## src/rtl/crc_mem_loader_if.sv

```systemverilog
// Byte-stream and frame-memory bus between the payload producer and the CRC loader.
// The master modport is the producer/observer side; the slave modport is the loader.
interface crc_mem_loader_if #(
  parameter int ADDR_W = 10
);
  logic              load_start;
  logic [7:0]        in_data;
  logic              in_valid;
  logic              in_ready;
  logic [ADDR_W-1:0] mem_addr;
  logic [7:0]        mem_wdata;
  logic              mem_we;
  logic [15:0]       crc_out;
  logic              load_busy;
  logic              load_done;
  logic              load_err;

  modport master (
    output load_start, in_data, in_valid,
    input  in_ready, mem_addr, mem_wdata, mem_we, crc_out,
    input  load_busy, load_done, load_err
  );

  modport slave (
    input  load_start, in_data, in_valid,
    output in_ready, mem_addr, mem_wdata, mem_we, crc_out,
    output load_busy, load_done, load_err
  );
endinterface

```

## src/rtl/crc_mem_loader.sv

```systemverilog
// CRC memory loader: writes a fixed-length byte frame into the frame memory and
// appends its CRC-16-CCITT (poly 0x1021, init 0xFFFF, MSB first) in the last two
// locations, so that a checker reading the whole memory sees a zero residue.
// Optional idle timeout inside a frame is enabled by defining CRC_LOADER_TIMEOUT_EN.
module crc_mem_loader #(
  parameter int ADDR_W         = 10,
  parameter int PAYLOAD_LEN    = 1022,
  parameter int TIMEOUT_CYCLES = 65535
) (
  input  logic               clk50m,
  input  logic               rst_n,
  crc_mem_loader_if.slave    bus
);

  localparam int CNT_W = ADDR_W + 1;

  typedef enum logic [2:0] {
    S_IDLE    = 3'd0,
    S_PAYLOAD = 3'd1,
    S_CRC_HI  = 3'd2,
    S_CRC_LO  = 3'd3,
    S_DONE    = 3'd4,
    S_ERROR   = 3'd5
  } state_t;

  state_t             r_state;
  state_t             w_next;
  logic [CNT_W-1:0]   r_count;
  logic [15:0]        r_crc;
  logic               r_mem_we;
  logic [ADDR_W-1:0]  r_mem_addr;
  logic [7:0]         r_mem_wdata;
  logic               r_load_done;
  logic               w_accept;
  logic               w_last_byte;
  logic               w_start_ok;
  logic               w_timeout;
  logic [15:0]        w_crc_next;

  // One byte step of the MSB-first CRC-16-CCITT update
  function automatic logic [15:0] crcUpdate(input logic [15:0] c, input logic [7:0] d);
    logic [15:0] v;
    v = c ^ {d, 8'h00};
    for (int i = 0; i < 8; i++) begin
      v = v[15] ? ((v << 1) ^ 16'h1021) : (v << 1);
    end
    return v;
  endfunction

  assign w_accept    = (r_state == S_PAYLOAD) && bus.in_valid;
  assign w_last_byte = (r_count == CNT_W'(PAYLOAD_LEN - 1));
  assign w_start_ok  = bus.load_start &&
                       ((r_state == S_IDLE) || (r_state == S_DONE) || (r_state == S_ERROR));
  assign w_crc_next  = crcUpdate(r_crc, bus.in_data);

`ifdef CRC_LOADER_TIMEOUT_EN
  localparam int IDLE_W = $clog2(TIMEOUT_CYCLES + 1);

  logic [IDLE_W-1:0] r_idle;

  // Idle counter: counts PAYLOAD cycles without an accepted byte
  always_ff @(posedge clk50m or negedge rst_n) begin
    if (!rst_n) begin
      r_idle <= '0;
    end else if (w_start_ok || w_accept) begin
      r_idle <= '0;
    end else if (r_state == S_PAYLOAD) begin
      r_idle <= r_idle + 1'b1;
    end
  end

  assign w_timeout = (r_state == S_PAYLOAD) && !bus.in_valid &&
                     (r_idle == IDLE_W'(TIMEOUT_CYCLES - 1));
`else
  assign w_timeout = 1'b0;
`endif

  // State register
  always_ff @(posedge clk50m or negedge rst_n) begin
    if (!rst_n) begin
      r_state <= S_IDLE;
    end else begin
      r_state <= w_next;
    end
  end

  // Next-state logic: a frame runs PAYLOAD -> CRC_HI -> CRC_LO -> DONE
  always_comb begin
    w_next = r_state;
    case (r_state)
      S_IDLE, S_DONE: begin
        if (bus.load_start) w_next = S_PAYLOAD;
      end
      S_PAYLOAD: begin
        if (w_accept && w_last_byte) w_next = S_CRC_HI;
        else if (w_timeout)          w_next = S_ERROR;
      end
      S_CRC_HI: w_next = S_CRC_LO;
      S_CRC_LO: w_next = S_DONE;
`ifdef CRC_LOADER_TIMEOUT_EN
      S_ERROR: begin
        if (bus.load_start) w_next = S_PAYLOAD;
      end
`endif
      default: w_next = S_IDLE;
    endcase
  end

  // Datapath: byte count, running CRC, registered memory write port and done flag
  always_ff @(posedge clk50m or negedge rst_n) begin
    if (!rst_n) begin
      r_count     <= '0;
      r_crc       <= 16'hFFFF;
      r_mem_we    <= 1'b0;
      r_mem_addr  <= '0;
      r_mem_wdata <= '0;
      r_load_done <= 1'b0;
    end else begin
      r_mem_we <= 1'b0;
      if (w_start_ok) begin
        r_count     <= '0;
        r_crc       <= 16'hFFFF;
        r_load_done <= 1'b0;
      end else begin
        case (r_state)
          S_PAYLOAD: begin
            if (w_accept) begin
              r_mem_we    <= 1'b1;
              r_mem_addr  <= r_count[ADDR_W-1:0];
              r_mem_wdata <= bus.in_data;
              r_crc       <= w_crc_next;
              r_count     <= r_count + 1'b1;
            end
          end
          S_CRC_HI: begin
            r_mem_we    <= 1'b1;
            r_mem_addr  <= ADDR_W'(PAYLOAD_LEN);
            r_mem_wdata <= r_crc[15:8];
          end
          S_CRC_LO: begin
            r_mem_we    <= 1'b1;
            r_mem_addr  <= ADDR_W'(PAYLOAD_LEN + 1);
            r_mem_wdata <= r_crc[7:0];
          end
          S_DONE: begin
            r_load_done <= 1'b1;
          end
          default: begin
          end
        endcase
      end
    end
  end

  assign bus.in_ready  = (r_state == S_PAYLOAD);
  assign bus.load_busy = (r_state == S_PAYLOAD) || (r_state == S_CRC_HI) ||
                         (r_state == S_CRC_LO);
  assign bus.load_done = r_load_done;
  assign bus.mem_we    = r_mem_we;
  assign bus.mem_addr  = r_mem_addr;
  assign bus.mem_wdata = r_mem_wdata;
  assign bus.crc_out   = r_crc;
`ifdef CRC_LOADER_TIMEOUT_EN
  assign bus.load_err  = (r_state == S_ERROR);
`else
  assign bus.load_err  = 1'b0;
`endif

endmodule

```

## src/flat_wrapper.sv

```systemverilog
// flat-port wrapper written by rule: the top's interface ports become plain ports
module crc_mem_loader_flat 
#(
  parameter int ADDR_W         = 10,
  parameter int PAYLOAD_LEN    = 1022,
  parameter int TIMEOUT_CYCLES = 65535
)
  (clk50m, rst_n, bus_load_start, bus_in_data, bus_in_valid, bus_in_ready, bus_mem_addr, bus_mem_wdata, bus_mem_we, bus_crc_out, bus_load_busy, bus_load_done, bus_load_err);
  crc_mem_loader_if #(.ADDR_W(ADDR_W)) bus_i ();
  input  logic clk50m;
  input  logic rst_n;
  input wire logic [$bits(bus_i.load_start)-1:0] bus_load_start;
  input wire logic [$bits(bus_i.in_data)-1:0] bus_in_data;
  input wire logic [$bits(bus_i.in_valid)-1:0] bus_in_valid;
  output wire logic [$bits(bus_i.in_ready)-1:0] bus_in_ready;
  output wire logic [$bits(bus_i.mem_addr)-1:0] bus_mem_addr;
  output wire logic [$bits(bus_i.mem_wdata)-1:0] bus_mem_wdata;
  output wire logic [$bits(bus_i.mem_we)-1:0] bus_mem_we;
  output wire logic [$bits(bus_i.crc_out)-1:0] bus_crc_out;
  output wire logic [$bits(bus_i.load_busy)-1:0] bus_load_busy;
  output wire logic [$bits(bus_i.load_done)-1:0] bus_load_done;
  output wire logic [$bits(bus_i.load_err)-1:0] bus_load_err;
  assign bus_i.load_start = bus_load_start;
  assign bus_i.in_data = bus_in_data;
  assign bus_i.in_valid = bus_in_valid;
  assign bus_in_ready = bus_i.in_ready;
  assign bus_mem_addr = bus_i.mem_addr;
  assign bus_mem_wdata = bus_i.mem_wdata;
  assign bus_mem_we = bus_i.mem_we;
  assign bus_crc_out = bus_i.crc_out;
  assign bus_load_busy = bus_i.load_busy;
  assign bus_load_done = bus_i.load_done;
  assign bus_load_err = bus_i.load_err;
  crc_mem_loader #(.ADDR_W(ADDR_W), .PAYLOAD_LEN(PAYLOAD_LEN), .TIMEOUT_CYCLES(TIMEOUT_CYCLES)) u_core (.clk50m(clk50m), .rst_n(rst_n), .bus(bus_i));
endmodule
```

## config.mk

```make
export PLATFORM = sky130hd
export DESIGN_NAME = crc_mem_loader_flat
export DESIGN_NICKNAME = d
export VERILOG_FILES = /design/src/rtl/crc_mem_loader_if.sv /design/src/rtl/crc_mem_loader.sv /design/src/flat_wrapper.sv
export SDC_FILE = /design/constraint.sdc
export NUM_CORES = 1
export LEC_CHECK = 0
export BUFFER_PORTS_ARGS = -buffer_cell sky130_fd_sc_hd__buf_2
export CORE_ASPECT_RATIO = 0.8
export CORE_MARGIN = 2
export CORE_UTILIZATION = 54
export DETAILED_ROUTE_END_ITERATION = 10
export PLACE_DENSITY = 0.82
export SYNTH_ARGS = -nofsm -noshare
export SYNTH_HDL_FRONTEND = slang
export SYNTH_SLANG_ARGS = --single-unit
```

## constraint.sdc

```tcl
create_clock -name clk50m -period 2 [get_ports clk50m]
set_input_delay 0.1 -clock clk50m [delete_from_list [all_inputs] [get_ports clk50m]]
set_output_delay 0.1 -clock clk50m [all_outputs]
set_load 0.005 [all_outputs]
```

==> results.yml <==
layout:
  antennaDiodeCount: 0
  fill_cells: 334
  fin_nets: 294
  design_area_sq_um: 2861
  layout_commonest_cell: "buf_2"
  area_growth_pct: 16.62
  layout_common_cells: "buf_2 (49), dfrtp_1 (34), nand2_1 (25)"
  finalNonFillerCells: 338
  drive_above_1_share_pct: 30.96
setup_path:
  ff2ff_path_depth: 6
  worstPathRequired_ps: 2230
  regToRegSetupSlack_ps: 310
  cpMostUsedCell: "a21oi_1"
  arrival_ps: 1920
  worst_setup_path_end_kind: "flop"
  path_cells: "buf_4 > a21oi_1 > or2_2 > inv_2 > nor2_1 > a21oi_1"
  start_kind: "flop"
  cp_max_fo: 19
  reg2reg_to: "u_core.bus.mem_addr[7]"
  critPathSlowestCell: "dfrtp_1"
  max_stage_delay_ps: 410
  r2r-start: "u_core.r_state[0]"
  crit_type: "flop to flop"
sta:
  setup_viol: 0
  tightest_slew_ps: 568.2
  setup_ws_ps: 313.4
  max_slew_margin_pct: 62.12
  finalHoldViolCount: 0
  fin_setup_tns_ps: 0
  fmaxAchievable_mhz: 592.9
  rsz0062_at_grt: "no"
  clock-skew-final_ps: 3.562
  min_period_over_period_pct: 84.33
  hold_ws_ps: 14.16
  drv_slew: 0
  fin_crit_ps: 1687
hold_path:
  hold_depth: 2
  min_to: "u_core.bus.load_done"
  hold_class: "primary input to flop"
  min_from: "bus_load_start"
clock_network:
  cts_root_buf: "clkbuf_8"
  cts_num_sinks: 50
  post_cts_resized: 0
  clock_latency_ps: 310
  clk_pin_slew_ps: 90
  clock_path_buffers: 2
  cts_tree: "yes"
  numCtsBuffers: 5
  htreeDepth: 2
logic_synthesis:
  syn-instance-count: 231
  synthDistinctLibCells: 43
  synth_top_area_cell: "dfrtp_1"
  synth-seq-cells: 50
  synthTopCellsByArea: "dfrtp_1 (35%), dfstp_2 (17%), xnor2_1 (7.5%)"
  syn-num-nets: 245
  avgSynthCellArea_sq_um: 10.62
  syn_area_sq_um: 2454
  yosysWarnings: 0
  synth.top_cell.area_share_pct: 34.68
  synth-seq-area-share_pct: 51.81
routing:
  first_pass_iters: 4
  avgRoutedWirePerCell_um: 15.41
  routed_via_density: 5.601
  via_count: 1893
  drc_errors: 0
  routed_wl_mm: 5.208
  drtAntennaViolNets: 0
  drtIter0Drc: 169
global_routing:
  overflow: 0
  grt_max_degree: 28
  track_usage_pct: 22.42
  grt_pass1_wl_mm: 8.776
  grt_pass1_vias: 1743
  antenna_found_initial: 0
power:
  ir_drop_mv: 0.8864
  cellLeakagePower_nw: 1.293
  cellPowerDensity_nw_per_um2: 1308
placed_design:
  io_buffers: 49
  place_inst: 329
  place_ws_ps: 361.8
  place_area_sq_um: 2756
  gp_congestion: 0.9005
  dp_hpwl_mm: 3.713
floorplanning:
  rows: 21
  die_h_um: 64.29
  io_pins: 51
  die_x_um: 79.37
  core_sq_um: 4283
  dieArea_sq_um: 5102
  initial_utilization_pct: 57.29
job:
  drv_cap: 0
outcome:
  status: "finished clean"
## synth_stat cells
library cell  instances
or4_1                 1
nand4_2               1
nor2_1               14
nand4b_1              1
inv_2                 1
dfstp_2              16
nor4_1                1
o2bb2ai_1             1
inv_1                 4
buf_1                 1
nor2b_1               1
o22a_2                1
o32ai_1               1
nand2b_4              1
nand2_1              25
and3_1                1
a21oi_1               8
o22ai_1               2
nand2b_1              1
nand4bb_1             1
o21ai_0              18
or3_2                 1
o22a_1               13
ha_1                  2
nand3_1               6
or3_1                 1
buf_4                 1
a311oi_1              1
nor3_1                4
a41o_1                1
o211ai_1              1
buf_2                 9
and4bb_2              1
clkbuf_1              3
buf_6                 1
conb_1                1
mux2i_1               9
xnor2_1              21
and2_1                1
xor2_1                9
a2bb2oi_1             9
or2_2                 1
dfrtp_1              34
## worst max-delay path: cells and delay by family (launching register included)
family,cells,cell delay (ps)
buffers and inverters,2,500
and+or+nand+nor,2,470
DFF,1,410
AOI/OAI and AO/OA,2,210
## power breakdown
part / switching [mW] / internal (mW) / total (mW) / leakage, nW
logic: 0.678 / 0.734 / 1.41 / 0.653
clock network: 0.335 / 0.278 / 0.613 / 0.0472
registers: 0.307 / 1.41 / 1.72 / 0.593
total: 1.32 / 2.42 / 3.74 / 1.29
## layer usage
| layer | up-vias | part of all wire, % | GRT usage (%) |
|---|---|---|---|
| met3 | 8 | 6.8 | 4.237 |
| met4 | 0 | 1.3 | 8.405 |
| met1 | 910 | 48 | 34.75 |
| li1 | 910 | - | - |
| met5 | - | 0 | 0 |
| met2 | 65 | 44 | 30.93 |
## worst max-delay path by stage
stage,start,depth (start not counted),to
2_1_floorplan,u_core.r_state[2],6,u_core.r_count[8]
3_3_place_gp,u_core.r_state[0],6,u_core.bus.mem_addr[1]
3_5_place_dp,u_core.r_state[0],6,u_core.bus.mem_addr[7]
4_1_cts,u_core.r_state[0],6,u_core.bus.mem_addr[7]
5_1_grt,u_core.r_state[0],6,u_core.bus.mem_addr[1]
6_report,u_core.r_state[0],6,u_core.bus.mem_addr[7]
## layout make-up
class | count | area (sq um) | share of cell area (%)
clock inverter | 2 | 12.51 | 0.4373
timing repair buffer | 57 | 320.3 | 11.19
sequential | 50 | 1271 | 44.43
inverter | 5 | 18.77 | 0.6559
tap | 57 | 71.32 | 2.492
multi-input combinational | 161 | 1085 | 37.91
clock buffer | 6 | 82.58 | 2.886
## logic make-up (layout without fill, tap and decap cells)
family                     count (synthesis)  in the layout  synth area share (%)
AOI/OAI and AO/OA                         56             56                 15.86
DFF                                       50             50                 51.81
buffers and inverters                     20             70                 3.977
xor gates and xnor gates                  30             30                 10.71
muxes                                      9              9                 3.672
other                                      1              1                0.1528
and+or+nand+nor                           63             63                 12.80
adders and majority gates                  2              2                 1.020
## per-stage QoR
stage,utilization [%],power [mW]
global route,66.81,3.990
detailed placement,64.36,3.132
CTS,66.81,3.760
global placement,64.36,3.073
finish,66.81,3.742
floorplan,-,2.641
## timing repair
action	4_1_cts	5_1_grt
setup buffers	0	0
hold buffers	1	0
endpoints found under the hold margin	23	0
## registers in the layout, indices dropped and copies added (netlist names)
| name | count |
|---|---|
| u_core.r_state | 3 |
| u_core.bus.load_done | 1 |
| u_core.bus.mem_wdata | 8 |
| u_core.bus.mem_addr | 10 |
| u_core.r_count | 11 |
| u_core.bus.mem_we | 1 |
| u_core.bus.crc_out | 16 |
No activity file was read; power rests on OpenSTA's default activity.
